## config.mk

```make
export PLATFORM = sky130hd
export DESIGN_NAME = kbd_scan_ctrl
export DESIGN_NICKNAME = d
export VERILOG_FILES = /design/src/rtl/kbd_pkg.sv /design/src/rtl/kbd_evt_fifo.sv /design/src/rtl/kbd_scan_ctrl.sv
export SDC_FILE = /design/constraint.sdc
export NUM_CORES = 1
export LEC_CHECK = 0
export CAP_MARGIN = 20
export CORE_MARGIN = 2
export CORE_UTILIZATION = 52
export DETAILED_ROUTE_END_ITERATION = 12
export PLACE_DENSITY_LB_ADDON = 0.08
export SETUP_SLACK_MARGIN = 0.3
export SYNTH_ARGS = -nofsm -noshare
export SYNTH_HDL_FRONTEND = slang
export SYNTH_SLANG_ARGS = --single-unit
```

## constraint.sdc

```tcl
create_clock -name clk -period 4.07 [get_ports clk]
set_clock_uncertainty 0.15 [all_clocks]
set_input_delay 0.814 -clock clk [delete_from_list [all_inputs] [get_ports clk]]
set_output_delay 0.814 -clock clk [all_outputs]
set_load 0.005 [all_outputs]
```

## src/rtl/kbd_pkg.sv

```systemverilog
// kbd_pkg: shared types and constants for the keyboard scan controller.
//   kbd_state_e  - prefix-decoder FSM states
//   SC_*         - scan-code constants for prefixes and modifier keys
//   kbd_event_t  - queued key event, {brk, ext, ctrl, scan, ascii} (19 bits)
//   apply_caps() - letter case inversion used when caps lock is active
// Optional feature macro: KBD_CAPSLOCK_EN (see kbd_scan_ctrl).
package kbd_pkg;

    typedef enum logic [1:0] {
        IDLE    = 2'd0,
        EXT     = 2'd1,
        BRK     = 2'd2,
        EXT_BRK = 2'd3
    } kbd_state_e;

    localparam logic [7:0] SC_EXT    = 8'hE0;
    localparam logic [7:0] SC_BRK    = 8'hF0;
    localparam logic [7:0] SC_LSHIFT = 8'h12;
    localparam logic [7:0] SC_RSHIFT = 8'h59;
    localparam logic [7:0] SC_CTRL   = 8'h14;
    localparam logic [7:0] SC_CAPS   = 8'h58;
    localparam logic [7:0] SC_ERR0   = 8'h00;
    localparam logic [7:0] SC_ERR1   = 8'hFF;

    typedef struct packed {
        logic       brk;
        logic       ext;
        logic       ctrl;
        logic [7:0] scan;
        logic [7:0] ascii;
    } kbd_event_t;

    // Flip bit 5 of ASCII letters only; digits and punctuation pass through.
    function automatic logic [7:0] apply_caps(input logic caps, input logic [7:0] a);
        if (caps && (((a >= 8'h41) && (a <= 8'h5A)) || ((a >= 8'h61) && (a <= 8'h7A)))) begin
            return a ^ 8'h20;
        end
        return a;
    endfunction

endpackage

```

## src/rtl/kbd_evt_fifo.sv

```systemverilog
// kbd_evt_fifo: synchronous DEPTH x kbd_event_t FIFO.
// Ports:
//   clk, rst_n  - clock, asynchronous active-low reset
//   push        - write push_data (ignored while full)
//   push_data   - event to enqueue
//   pop         - drop head entry (ignored while empty)
//   head        - head entry, all-zero while empty
//   full, empty - occupancy flags
// Pointers carry one extra MSB so full and empty are distinguishable when the
// index bits match.
module kbd_evt_fifo
    import kbd_pkg::*;
#(
    parameter int unsigned DEPTH = 8
) (
    input  logic       clk,
    input  logic       rst_n,
    input  logic       push,
    input  kbd_event_t push_data,
    input  logic       pop,
    output kbd_event_t head,
    output logic       full,
    output logic       empty
);

    localparam int unsigned AW = (DEPTH > 1) ? $clog2(DEPTH) : 1;

    logic [AW:0] wr_q, rd_q;
    kbd_event_t  mem_q [DEPTH];
    logic        do_push, do_pop;

    assign empty   = (wr_q == rd_q);
    assign full    = (wr_q[AW] != rd_q[AW]) && (wr_q[AW-1:0] == rd_q[AW-1:0]);
    assign do_push = push && !full;
    assign do_pop  = pop && !empty;
    assign head    = empty ? '0 : mem_q[rd_q[AW-1:0]];

    always_ff @(posedge clk or negedge rst_n) begin
        if (!rst_n) begin
            wr_q <= '0;
            rd_q <= '0;
        end else begin
            if (do_push) wr_q <= wr_q + 1'b1;
            if (do_pop)  rd_q <= rd_q + 1'b1;
        end
    end

    // Storage needs no reset: head is masked while empty.
    always_ff @(posedge clk) begin
        if (do_push) mem_q[wr_q[AW-1:0]] <= push_data;
    end

endmodule

```

## src/rtl/kbd_scan_ctrl.sv

```systemverilog
// kbd_scan_ctrl: PS/2 scan-byte sequencer. Decodes E0/F0 prefixes, tracks
// shift/ctrl/caps modifiers, drives the external ASCII lookup and queues key
// events in an output FIFO.
// Ports:
//   clk, rst_n          - clock, asynchronous active-low reset
//   in_valid/in_ready   - scan byte handshake (in_ready = FIFO not full)
//   in_data             - scan byte
//   lk_code, lk_shift   - lookup request (code, effective shift before byte)
//   lk_ascii            - combinational lookup result
//   ev_valid/ev_ready   - event handshake; ev_data = {brk,ext,ctrl,scan,ascii}
//   shift_o, ctrl_o     - either side held
//   caps_o              - caps-lock latch
//   key_cnt             - make events queued, wraps at 8 bits
// Macro KBD_CAPSLOCK_EN: enables caps latch and letter case inversion; when
// undefined, code 58 is an ordinary key and caps_o is tied low.
module kbd_scan_ctrl
    import kbd_pkg::*;
#(
    parameter int unsigned DEPTH = 8
) (
    input  logic        clk,
    input  logic        rst_n,
    input  logic        in_valid,
    input  logic [7:0]  in_data,
    output logic        in_ready,
    output logic [7:0]  lk_code,
    output logic        lk_shift,
    input  logic [7:0]  lk_ascii,
    output logic        ev_valid,
    input  logic        ev_ready,
    output logic [18:0] ev_data,
    output logic        shift_o,
    output logic        ctrl_o,
    output logic        caps_o,
    output logic [7:0]  key_cnt
);

    kbd_state_e state_q, state_d;
    logic       shift_l_q, shift_l_d, shift_r_q, shift_r_d;
    logic       ctrl_l_q, ctrl_l_d, ctrl_r_q, ctrl_r_d;
    logic [7:0] key_cnt_q, key_cnt_d;
    logic       accept, cur_brk, cur_ext;
    logic       push, full, empty;
    kbd_event_t push_data, head;

`ifdef KBD_CAPSLOCK_EN
    logic caps_q, caps_d, caps_held_q, caps_held_d;
    assign caps_o = caps_q;
`else
    assign caps_o = 1'b0;
`endif

    assign in_ready = !full;
    assign accept   = in_valid && in_ready;
    assign lk_code  = in_data;
    assign shift_o  = shift_l_q || shift_r_q;
    assign ctrl_o   = ctrl_l_q || ctrl_r_q;
    assign lk_shift = shift_o;
    assign key_cnt  = key_cnt_q;
    assign cur_brk  = (state_q == BRK) || (state_q == EXT_BRK);
    assign cur_ext  = (state_q == EXT) || (state_q == EXT_BRK);

    always_comb begin
        state_d   = state_q;
        shift_l_d = shift_l_q;
        shift_r_d = shift_r_q;
        ctrl_l_d  = ctrl_l_q;
        ctrl_r_d  = ctrl_r_q;
        key_cnt_d = key_cnt_q;
`ifdef KBD_CAPSLOCK_EN
        caps_d      = caps_q;
        caps_held_d = caps_held_q;
`endif
        push      = 1'b0;
        push_data = '{brk: cur_brk, ext: cur_ext, ctrl: ctrl_o, scan: in_data,
                      ascii: apply_caps(caps_o, lk_ascii)};

        if (accept) begin
            if ((in_data == SC_ERR0) || (in_data == SC_ERR1)) begin
                // Keyboard error: abandon any partial prefix sequence.
                state_d = IDLE;
            end else if (in_data == SC_EXT) begin
                state_d = cur_brk ? EXT_BRK : EXT;
            end else if (in_data == SC_BRK) begin
                state_d = cur_ext ? EXT_BRK : BRK;
            end else begin
                state_d = IDLE;
                if ((in_data == SC_LSHIFT) && !cur_ext) begin
                    shift_l_d = !cur_brk;
                end else if (in_data == SC_RSHIFT) begin
                    shift_r_d = !cur_brk;
                end else if (in_data == SC_CTRL) begin
                    if (cur_ext) ctrl_r_d = !cur_brk;
                    else         ctrl_l_d = !cur_brk;
                end
`ifdef KBD_CAPSLOCK_EN
                else if (in_data == SC_CAPS) begin
                    // Toggle only on the first make so typematic repeats are inert.
                    if (cur_brk) begin
                        caps_held_d = 1'b0;
                    end else begin
                        if (!caps_held_q) caps_d = !caps_q;
                        caps_held_d = 1'b1;
                    end
                end
`endif
                else begin
                    push = 1'b1;
                    if (!cur_brk) key_cnt_d = key_cnt_q + 8'd1;
                end
            end
        end
    end

    always_ff @(posedge clk or negedge rst_n) begin
        if (!rst_n) begin
            state_q   <= IDLE;
            shift_l_q <= 1'b0;
            shift_r_q <= 1'b0;
            ctrl_l_q  <= 1'b0;
            ctrl_r_q  <= 1'b0;
            key_cnt_q <= 8'd0;
        end else begin
            state_q   <= state_d;
            shift_l_q <= shift_l_d;
            shift_r_q <= shift_r_d;
            ctrl_l_q  <= ctrl_l_d;
            ctrl_r_q  <= ctrl_r_d;
            key_cnt_q <= key_cnt_d;
        end
    end

`ifdef KBD_CAPSLOCK_EN
    always_ff @(posedge clk or negedge rst_n) begin
        if (!rst_n) begin
            caps_q      <= 1'b0;
            caps_held_q <= 1'b0;
        end else begin
            caps_q      <= caps_d;
            caps_held_q <= caps_held_d;
        end
    end
`endif

    kbd_evt_fifo #(
        .DEPTH(DEPTH)
    ) u_fifo (
        .clk      (clk),
        .rst_n    (rst_n),
        .push     (push),
        .push_data(push_data),
        .pop      (ev_ready),
        .head     (head),
        .full     (full),
        .empty    (empty)
    );

    assign ev_valid = !empty;
    assign ev_data  = head;

endmodule

```

# Word level (Yosys, flattened, before mapping)
# Memories as Yosys holds them, arrays and structs flattened.
# Index checks and enable logic that the tools add are counted.
[op_classes] add_sub_neg=3 eq_ne=12 mux=15 bitwise=8 reduce_logical=20
[ops] op="== test 8 bit (second input constant)" n=3
[ops] op="AND reduction 8 bit" n=3
[ops] op="two-way mux 19 bit" n=1
[ops] op="== test 8 x 5 -> 1 bit (second input constant)" n=2
[ops] op="two-way mux 1 bit" n=10
[ops] op="adder 4 x 1 -> 4 bit (second input constant)" n=2
[ops] op="adder 8 x 1 -> 8 bit (second input constant)" n=1
[ops] op="== test 8 x 7 -> 1 bit (second input constant)" n=1
[ops] op="logical NOT 8 bit" n=1
[ops] op="two-way mux 2 bit" n=4
[ops] op="NOT 1 bit" n=8
[ops] op="AND reduction 6 bit" n=1
[ops] op="logical AND 1 bit" n=5
[ops] op="logical OR 1 bit" n=5
[ops] op="AND reduction 5 bit" n=1
[ops] op="== test 2 bit (second input constant)" n=2
[ops] op="== test 4 bit" n=1
[ops] op="logical NOT 1 bit" n=4
[ops] op="== test 3 bit" n=1
[ops] op="== test 2 x 1 -> 1 bit (second input constant)" n=1
[ops] op="inequality test 1 bit" n=1
[totals] register_bits=22 ramBits=152 inputBits=20 output_inout_bits=41 word_cells=67 memories=1
[mem_list] name="u_fifo.mem_q" depth=8 width=19 rd=1 rd_ports_with_merged_regs=0 wr=1 line_no="kbd_evt_fifo.sv:29" source="kbd_event_t mem_q [DEPTH];"

# Longest topological paths before layout
# Gate-level depths: netlist of the first run.
[logic_depth] ltp_word=12 mapped_depth=7

# Modules after synthesis
# Synthesis of the first run repeated with hierarchy kept, for this count alone.
[unflattened] cells_unflattened=460 hier_area_um2=7480.9
[by_module_without_submodules] mod="kbd_evt_fifo" instances=1 cells_each=366 area_each_um2=6546.3
[by_module_without_submodules] mod="kbd_scan_ctrl" instances=1 cells_each=94 area_each_um2=934.6

# Least setup slack after synthesis of the first run
# No wires, ideal clock.
[synth_path] path_type="input -> register" from="in in_data[1]" to="mem u_fifo.mem_q[0][0] (netlist name) (enable)" setup_ps=444 arrival_ps=3462 path_slack_ps=14 cell_stages=5 path_cell_list="or3b_1 a2111oi_0 nor4_2 nand2_2 nor4_1"
[synth_via] elab_chain_cells=11
[synth_lines] element="from (decl)" line_no="kbd_scan_ctrl.sv:24" source="input logic [7:0] in_data,"
[synth_lines] element="== test 8 x 5 -> 1 bit" line_no="kbd_scan_ctrl.sv:92" source="end else if (in_data == SC_CTRL) begin"
[synth_lines] element="two-way mux 1 bit" line_no="kbd_scan_ctrl.sv:92"
[synth_lines] element="two-way mux 1 bit" line_no="kbd_scan_ctrl.sv:90" source="end else if (in_data == SC_RSHIFT) begin"
[synth_lines] element="two-way mux 1 bit" line_no="kbd_scan_ctrl.sv:88" source="if ((in_data == SC_LSHIFT) && !cur_ext) begin"
[synth_lines] element="two-way mux 1 bit" line_no="kbd_scan_ctrl.sv:84" source="end else if (in_data == SC_BRK) begin"
[synth_lines] element="two-way mux 1 bit" line_no="kbd_scan_ctrl.sv:82" source="end else if (in_data == SC_EXT) begin"
[synth_lines] element="two-way mux 1 bit (*)" line_no="kbd_scan_ctrl.sv:79" source="if ((in_data == SC_ERR0) || (in_data == SC_ERR1)) begin"
[synth_lines] element="two-way mux 1 bit (*)" line_no="kbd_scan_ctrl.sv:78" source="if (accept) begin"
[synth_lines] element="logical AND 1 bit (*)" line_no="kbd_evt_fifo.sv:34" source="assign do_push = push && !full;"
[synth_lines] element="two-way mux 1 bit (*)" line_no="kbd_evt_fifo.sv:50" source="if (do_push) mem_q[wr_q[AW-1:0]] <= push_data;"
[synth_lines] element="two-way mux 1 bit (implied by the code) (*)" line_no="kbd_evt_fifo.sv:50"
[synth_lines] element="to (decl)" line_no="kbd_evt_fifo.sv:29"
# Mark *: on every way between the ends. The rest lies on a longest branch, timed or not.

# Worst setup path after layout of the first run
[layout_path] from="reg u_fifo.rd_q[0]" to="out ev_data[12]"
[layout_via] elab_chain_cells=2
[layout_lines] element="from (decl)" line_no="kbd_evt_fifo.sv:28" source="logic [AW:0] wr_q, rd_q;"
[layout_lines] element="from (signal assigned)" line_no="kbd_evt_fifo.sv:44" source="if (do_pop) rd_q <= rd_q + 1'b1;"
[layout_lines] element="memory (8 x 19 bit) / == test 4 bit (equally long branches)"
[layout_lines] element="two-way mux 19 bit (*)" line_no="kbd_evt_fifo.sv:36" source="assign head = empty ? '0 : mem_q[rd_q[AW-1:0]];"
[layout_lines] element="to (decl)" line_no="kbd_scan_ctrl.sv:31" source="output logic [18:0] ev_data,"
# Marked as above.

==> results of run 1 <==
-- cells by family after synthesis --
kind of cell,count (synthesis),synth area share [%]
DFF,174,72.0
other,1,0.0528
adders and majority gates,3,0.528
buffers and inverters,37,2.87
AOI/OAI and AO/OA,10,1.18
muxes,61,15.3
xor gates and xnor gates,17,2.10
and+or+nand+nor,79,5.93
-- per-layer routing --
layer / GRT usage (%) / vias up / part of all wire (%)
met5: 0 / - / 0
met4: 7.34 / 0 / 1.5
met3: 4.32 / 17 / 5.0
met2: 30.7 / 117 / 48
met1: 29.3 / 1832 / 46
li1: - / 1633 / -
-- cell usage in the layout, fill, tap and decap left out, drive strengths merged, types with 3 or more instances in the layout --
cell / n
nor4: 3
nor2: 28
nand3: 10
ha: 3
nand2b: 4
edfxtp: 152
mux4: 38
clkbuf: 19
nand2: 9
clkdlybuf4s50: 59
xor2: 4
clkinv: 7
bufinv: 4
dfrtp: 22
or4: 5
inv: 5
nor3: 9
xnor2: 13
o41ai: 3
mux2i: 20
buf: 22
mux2: 3
-- power groups by stage --
stage / clock network (µW) / logic, µW / registers [µW]
6_report: 1650 / 2070 / 2500
3_5_place_dp: 0 / 2110 / 2530
3_3_place_gp: 0 / 2090 / 2520
4_1_cts: 1680 / 2120 / 2500
5_1_grt: 1760 / 2260 / 2540
2_1_floorplan: 0 / 1320 / 2400
-- sequential cells by signal (all words and copies together) (netlist names) --
signal        count
u_fifo.mem_q    152
key_cnt           8
u_fifo.rd_q       4
u_fifo.wr_q       4
state_q           2
ctrl_l_q          1
ctrl_r_q          1
shift_l_q         1
shift_r_q         1
-- what timing repair did --
item                                    in CTS  in global routing
gates resized for setup                      0                  1
endpoints found under the setup margin       0                  2
endpoints found under the hold margin        0                  0
-- worst max-delay path, delay by kind of cell, from the launching register on --
family	cells	cell delay [ps]
buffers and inverters	2	760
DFF	1	590
muxes	2	700
and+or+nand+nor	1	60
-- through the flow --
step	util, %	worst slack (ps)	hold slack (ps)
floorplan	-	415	291
global placement	59.8	465	305
detailed placement	59.8	361	316
CTS	64.4	390	330
global route	64.4	383	350
finish	64.4	537	324
-- worst max-delay path by stage --
stage	cells after the start	slack [ps]	endpoint
floorplan	6	410	u_fifo.mem_q[4][0]$_DFFE_PP_
global placement	7	460	u_fifo.mem_q[3][17]$_DFFE_PP_
detailed placement	7	360	u_fifo.mem_q[3][11]$_DFFE_PP_
CTS	5	390	ev_data[12]
global route	5	380	ev_data[0]
finish	5	540	ev_data[12]
-- layout make-up --
type	count	area (µm²)
Clock buffer	19	433
Clock inverter	13	171
Fill cell	964	4730
Inverter	5	18.8
Multi-Input combinational cell	171	1830
Sequential cell	174	5120
Tap cell	176	220
Timing Repair Buffer	81	768
==> summary.txt, run 1 <==
DP HPWL = 8140 µm
Pwr Total = 6220 µW
Worst Path Required = 3110 ps
EDFF count, synth = 152
clock sink count = 174
CTS buffer count = 17
die area = 14600 µm²
vias after detailed routing = 3599
global-route wire length before repair = 21200 µm
Arrival @ worst endpoint = 2570 ps
antenna fix cells = 0
Slew Limit Fails = 0
hold crit path type = flip-flop to flip-flop
PD cells = 726 nW/µm²
P_sw = 1780 µW
CTS tree = done
layout cells sized above 1 = 23.8%
DR WL/cell = 21.0 µm
GPL Wtd Cong = 0.779
initial antenna violation count = 0
row count = 42
final net count = 473
RSZ-0062 raised after global routing = no
die span in y = 121 µm
post-synthesis sequential area ratio = 72.0%
htree depth = 4
global route total overflow = 0
R2R depth = 6
largest net degree at the start of global routing = 42
CP endpoint kind = primary output
Initial DRC Count = 366
Clock Path Buffers = 2
leakage = 0.00291 µW
top cells by area, synth = edfxtp_1, mux4_2, dfrtp_1, mux2i_1, xnor2_1
WHS Path Cells = 1
most numerous cell in the Yosys netlist = edfxtp_1
Synth Cell Area = 7100 µm²
peak supply drop = 0.382 mV
Synth area leader = edfxtp_1
vias in the first global route = 3723
setup_tns = 0 ps
DR vias/cell = 5.63
YS warnings = 0
Sw Share = 28.6%
Critical Path Fanout Max = 30
Synth async-reset ratio = 12.6%
Slew HR = 32.3%
P&R area growth vs syn = 20.5%
Cell Count Post-Placement = 607
Seq pwr share = 40.2%
final worst-path cycle share = 86.8%
Synth Register Bits = 174
Final ANT Viol Nets = 0
# IOs = 61
kind of critical path = flip-flop to primary output
Starting Density = 53.4%
clock root buffer = clkbuf_16
Critical Path Source Type = flip-flop
cts hold-fix bufs = 0
Yosys cell types = 42
reg-to-reg endpoint = u_fifo.mem_q[3][3]$_DFFE_PP_
critical path's largest stage delay = 590 ps
post-CTS setup repair buffer count = 0
post-synth top area share = 64.2%
TritonRoute pass-1 iters = 5
main flop type after synthesis = edfxtp_1
Clk Latency, worst-skew pair = 420 ps
worst r2r src = u_fifo.rd_q[0]$_DFFE_PN0P_
Int Pwr = 4440 µW
worst-margin pin slew = 1010 ps
Clk pwr share = 26.5%
status = finished clean
Post-synth top cells = edfxtp_1, mux4_2, nor2_1
WL final = 13400 µm
r2r setup slk = 1110 ps
final instance area = 8560 µm²
# setup viols final = 0
Syn Nets = 405
fmax = 283 MHz
Hold Path Origin = key_cnt[7]$_DFFE_PN0P_
Synth Area per Inst = 18.6 µm²
Die W = 121 µm
Worst Hold End = key_cnt[7]$_DFFE_PN0P_
Comb pwr share = 33.3%
cell breakdown of the critical path = buf_12 > mux4_2 > mux2i_1 > nor2_1 > clkdlybuf4s50_1
final cell count without fillers = 639
max_cap viols = 0
Crit-path slowest cell = dfrtp_4
Final Hold Viols = 0
Placeable Area = 13300 µm²
port buffer count = 59
launch point of the worst path = u_fifo.rd_q[0]$_DFFE_PN0P_
DRC viols = 0
placed cell areas = 7960 µm²
minimum clock period = 3530 ps
Clk pin slew, worst setup/hold paths = 60 ps
post-synthesis cell count = 382
overall routing resource usage = 20.2%
Note: power is estimated with default switching activity, not from simulation.
==> run 2: changes to the inputs <==
--- a/config.mk
+++ b/config.mk
@@ -8,6 +8,7 @@
 export CAP_MARGIN = 20
 export CORE_MARGIN = 2
 export CORE_UTILIZATION = 52
+export CTS_CLUSTER_SIZE = 14
 export DETAILED_ROUTE_END_ITERATION = 12
 export PLACE_DENSITY_LB_ADDON = 0.08
 export SETUP_SLACK_MARGIN = 0.3
==> constraint.sdc (replaced) <==
create_clock -name clk -period 4.07 [get_ports clk]
set_clock_uncertainty 0.15 [all_clocks]
set_input_delay 0.6105 -clock clk [delete_from_list [all_inputs] [get_ports clk]]
set_output_delay 0.6105 -clock clk [all_outputs]
set_load 0.005 [all_outputs]
==> run 2 against run 1 <==
Highest routed layer unchanged. First-iteration DRC count fell by 14%. Critical path type unchanged. Via count rose by 1.1%. Clock-buffer cell count rose by 2. Largest cell class unchanged. Setup slack got worse by 36 ps. Critical path depth did not move. Global-route usage rose by 0.39 points.
==> summary.txt, run 2 (synthesis gave the netlist of run 1 again) <==
status = finished clean
antenna fix cells = 0
Multi-input gate area = 1830 µm²
Post-CTS Resized = 0
overall routing resource usage = 20.6%
Final Hold Viols = 0
cts hold-fix bufs = 0
fmax = 280 MHz
htree depth = 4
DRC viols = 0
port buffer count = 59
# setup viols final = 0
Filler Cell Count = 965
setup_tns = 0 ps
kind of critical path = flip-flop to primary output
Critical Path Fanout Max = 41
Arrival @ worst endpoint = 2810 ps
GPL Wtd Cong = 0.823
post-CTS setup repair buffer count = 0
R2R depth = 6
launch point of the worst path = u_fifo.rd_q[0]$_DFFE_PN0P_
Initial DRC Count = 313
clock sink count = 174
highest-count cells in the layout ignoring fill and taps = edfxtp_1, clkdlybuf4s50_1, mux4_2
DP HPWL = 8290 µm
Slew Limit Fails = 0
Comb pwr share = 32.5%
leakage = 0.00295 µW
hold crit path type = primary input to asynchronous set/reset pin
largest net degree at the start of global routing = 42
DR vias/cell = 5.69
initial antenna violation count = 0
TritonRoute pass-1 iters = 5
Final ANT Viol Nets = 0
WL final = 13700 µm
PD cells = 742 nW/µm²
vias in the first global route = 3827
DR WL/cell = 21.4 µm
P_sw = 1780 µW
die area = 14600 µm²
P&R area growth vs syn = 21.7%
Placeable Area = 13300 µm²
final net count = 473
Starting Density = 53.4%
row count = 42
clock root buffer = clkbuf_16
worst-margin pin slew = 820 ps
CTS tree = done
Seq pwr share = 38.5%
CTS buffer count = 17
Clk pin slew, worst setup/hold paths = 60 ps
minimum clock period = 3570 ps
FF+latch area = 5120 µm²
Clk Latency, worst-skew pair = 420 ps
Int Pwr = 4630 µW
layout cells sized above 1 = 24.0%
Largest register FFs = 152
Worst Path Required = 3310 ps
peak supply drop = 0.751 mV
Sw Share = 27.8%
CP endpoint kind = primary output
final worst-path cycle share = 87.7%
die span in y = 121 µm
Die W = 121 µm
max_cap viols = 0
global route total overflow = 0
global-route wire length before repair = 21700 µm
commonest non-fill, non-tap cell in the layout = edfxtp_1
Clock Path Buffers = 2
# IOs = 61
Slew HR = 45.4%
RSZ-0062 raised after global routing = no
Hold WS = 230 ps
Critical Path Source Type = flip-flop
vias after detailed routing = 3638
worst r2r src = u_fifo.wr_q[0]$_DFFE_PN0P_
Clk pwr share = 29.0%
==> run 2: final timing paths <==
check                                               endpoint  slack [ps]
worst max-delay path                              ev_data[9]         500
worst min-delay path                    ctrl_r_q$_DFFE_PN0P_         230
worst max register to register  u_fifo.mem_q[2][4]$_DFFE_PP_         890
worst min register to register          ctrl_l_q$_DFFE_PN0P_         320
max in group asynchronous         u_fifo.rd_q[0]$_DFFE_PN0P_        3160
min in group clk                        ctrl_l_q$_DFFE_PN0P_         320
==> run 2: cell type report <==
cell class	instances	area share [%]
clock inverter	11	2.73
tap	176	2.55
timing repair buffer	81	8.94
sequential	174	59.2
multi-input combinational	171	21.2
clock buffer	21	5.21
inverter	5	0.217
==> run 2: layer usage <==
layer / global-route usage [%] / part of all wire (%) / vias to the layer above
met5: 0 / 0 / -
met4: 7.12 / 1.3 / 0
met3: 4.23 / 4.3 / 14
met2: 33.1 / 50 / 99
met1: 28.5 / 45 / 1893
li1: - / - / 1632
==> run 2: through the flow <==
stage	worst slack [ps]	instances	total power, µW	util, %	area [µm²]
after floorplan	549	382	3720	-	7110
after global placement	495	606	4590	59.7	7940
after detailed placement	419	606	4630	59.7	7940
after CTS	441	638	6490	64.9	8620
after global routing	345	639	6730	65.0	8650
final	501	639	6410	65.0	8650
==> run 2: power by group through the flow <==
stage | logic, µW | clock network [µW] | registers [µW]
after detailed placement | 2120 | 0 | 2510
final | 2080 | 1860 | 2470
after global routing | 2280 | 1950 | 2500
after floorplan | 1320 | 0 | 2400
after CTS | 2130 | 1880 | 2470
after global placement | 2100 | 0 | 2490
==> run 2: worst max-delay path, cell delays in order (launching register included) <==
cell and delay [ps]:
dfrtp_2 360, buf_4 630, mux4_2 600, mux2i_1 240, nor2_1 70, clkdlybuf4s50_1 450
==> run 3: changes to the inputs <==
--- a/config.mk
+++ b/config.mk
@@ -7,7 +7,7 @@
 export LEC_CHECK = 0
 export CAP_MARGIN = 20
 export CORE_MARGIN = 2
-export CORE_UTILIZATION = 52
+export CORE_UTILIZATION = 40
 export CTS_CLUSTER_SIZE = 14
 export DETAILED_ROUTE_END_ITERATION = 12
 export PLACE_DENSITY_LB_ADDON = 0.08
==> run 3 against run 2 <==
Sequential cell count unchanged. Sequential power about the same. Die area up 29%. First-iteration DRC count down 13%. Clock-buffer cell count up 5. Wire length up 8.5%. Global-route usage down 3.6 points. Critical path depth unchanged. Core utilization down 15 points. Setup slack better by 180 ps. Register-to-register slack worse by 180 ps. Power down 3.5%.
==> summary.txt, run 3 (synthesis gave the netlist of run 1 again) <==
# IOs = 61
# setup viols final = 0
peak supply drop = 0.338 mV
RSZ-0062 raised after global routing = no
Clock Path Buffers = 2
Initial DRC Count = 272
Slew Limit Fails = 0
Die W = 137 µm
Clk Latency, worst-skew pair = 420 ps
htree depth = 4
Hold WS = 310 ps
WL final = 14800 µm
clock sink count = 174
setup_tns = 0 ps
Critical Path Source Type = flip-flop
cell breakdown of the critical path = buf_6 > mux4_2 > mux2i_1 > nor2_1 > clkdlybuf4s50_1
CP endpoint kind = primary output
Critical Path Fanout Max = 41
final worst-path cycle share = 83.2%
post-CTS setup repair buffer count = 0
PD cells = 717 nW/µm²
Crit-path slowest cell = mux4_2
Final Hold Viols = 0
Worst Path Required = 3310 ps
vias in the first global route = 3836
Filler Cell Count = 1448
row count = 48
initial antenna violation count = 0
Placeable Area = 17400 µm²
minimum clock period = 3390 ps
commonest non-fill, non-tap cell in the layout = edfxtp_1
antenna fix cells = 0
cts hold-fix bufs = 0
CTS tree = done
CTS buffer count = 17
Clk pin slew, worst setup/hold paths = 60 ps
DP HPWL = 9330 µm
die area = 18800 µm²
Starting Density = 40.9%
Largest register FFs = 152
GPL Wtd Cong = 0.723
status = finished clean
Buf/Inv on CP = 2
die span in y = 137 µm
crit-path leading delay family = buffers and inverters
DR WL/cell = 21.5 µm
worst-margin pin slew = 888 ps
hold crit path type = primary input to asynchronous set/reset pin
global route total overflow = 0
TritonRoute pass-1 iters = 4
final net count = 475
Slew HR = 40.5%
port buffer count = 59
clock root buffer = clkbuf_16
fmax = 295 MHz
overall routing resource usage = 17.1%
P&R area growth vs syn = 21.5%
Post-CTS Resized = 0
DRC viols = 0
max_cap viols = 0
vias after detailed routing = 3608
critical path's largest stage delay = 590 ps
layout cells sized above 1 = 24.3%
kind of critical path = flip-flop to primary output
DR vias/cell = 5.23
leakage = 0.00292 µW
Arrival @ worst endpoint = 2630 ps
Final ANT Viol Nets = 0
largest net degree at the start of global routing = 42
global-route wire length before repair = 22700 µm
highest-count cells in the layout ignoring fill and taps = edfxtp_1, clkdlybuf4s50_1, mux4_2
## run 3: cell type report
class                           instances  area [µm²]  share of cell area (%)
Sequential cell                       174        5120                    59.3
Clock inverter                          6        40.0                   0.464
Multi-Input combinational cell        171        1830                    21.2
Inverter                                5        18.8                   0.217
Tap cell                              225         282                    3.26
Clock buffer                           26         553                    6.40
Timing Repair Buffer                   83         793                    9.19
## run 3: power by group
| group | switching [µW] | total [µW] | internal [µW] |
|---|---|---|---|
| clock network | 639 | 1580 | 944 |
| registers | 180 | 2460 | 2280 |
| logic | 1010 | 2140 | 1130 |
| total | 1830 | 6190 | 4360 |
## run 3: worst reg2reg max path: stages (launching register included)
cell     delay [ps]
dfrtp_1         560
xor2_1          320
o41ai_2         180
nor4_2          520
nand2_2         250
nor3_2          740
buf_4           340
## run 3: stage by stage
stage | instances | total power [µW] | instance area (µm²) | util (%) | setup WS (ps)
detailed placement | 656 | 4690 | 8010 | 46.2 | 181
global placement | 655 | 4680 | 8000 | 46.1 | 242
global route | 690 | 6540 | 8630 | 49.7 | 404
floorplan | 382 | 3720 | 7110 | - | 549
CTS | 688 | 6290 | 8600 | 49.6 | 376
finish | 690 | 6190 | 8630 | 49.7 | 684
## run 3: final timing paths
check	from	endpoint	slack [ps]	cells past startpoint
min	rst_n	key_cnt[6]$_DFFE_PN0P_	310	1
max reg2reg	u_fifo.wr_q[0]$_DFFE_PN0P_	u_fifo.mem_q[2][15]$_DFFE_PP_	710	6
min in group clk	key_cnt[7]$_DFFE_PN0P_	key_cnt[7]$_DFFE_PN0P_	330	1
min reg2reg	key_cnt[7]$_DFFE_PN0P_	key_cnt[7]$_DFFE_PN0P_	330	1
max in group asynchronous	rst_n	key_cnt[0]$_DFFE_PN0P_	3010	2
max	u_fifo.rd_q[0]$_DFFE_PN0P_	ev_data[10]	680	5
## run 3: per-layer routing
layer / track usage (%) / vias to the layer above / wire length (µm)
met2: 27.3 / 84 / 7340
met3: 4.08 / 7 / 622
li1: - / 1630 / -
met1: 23.2 / 1887 / 6760
met5: 0 / - / 0
met4: 5.50 / 0 / 92
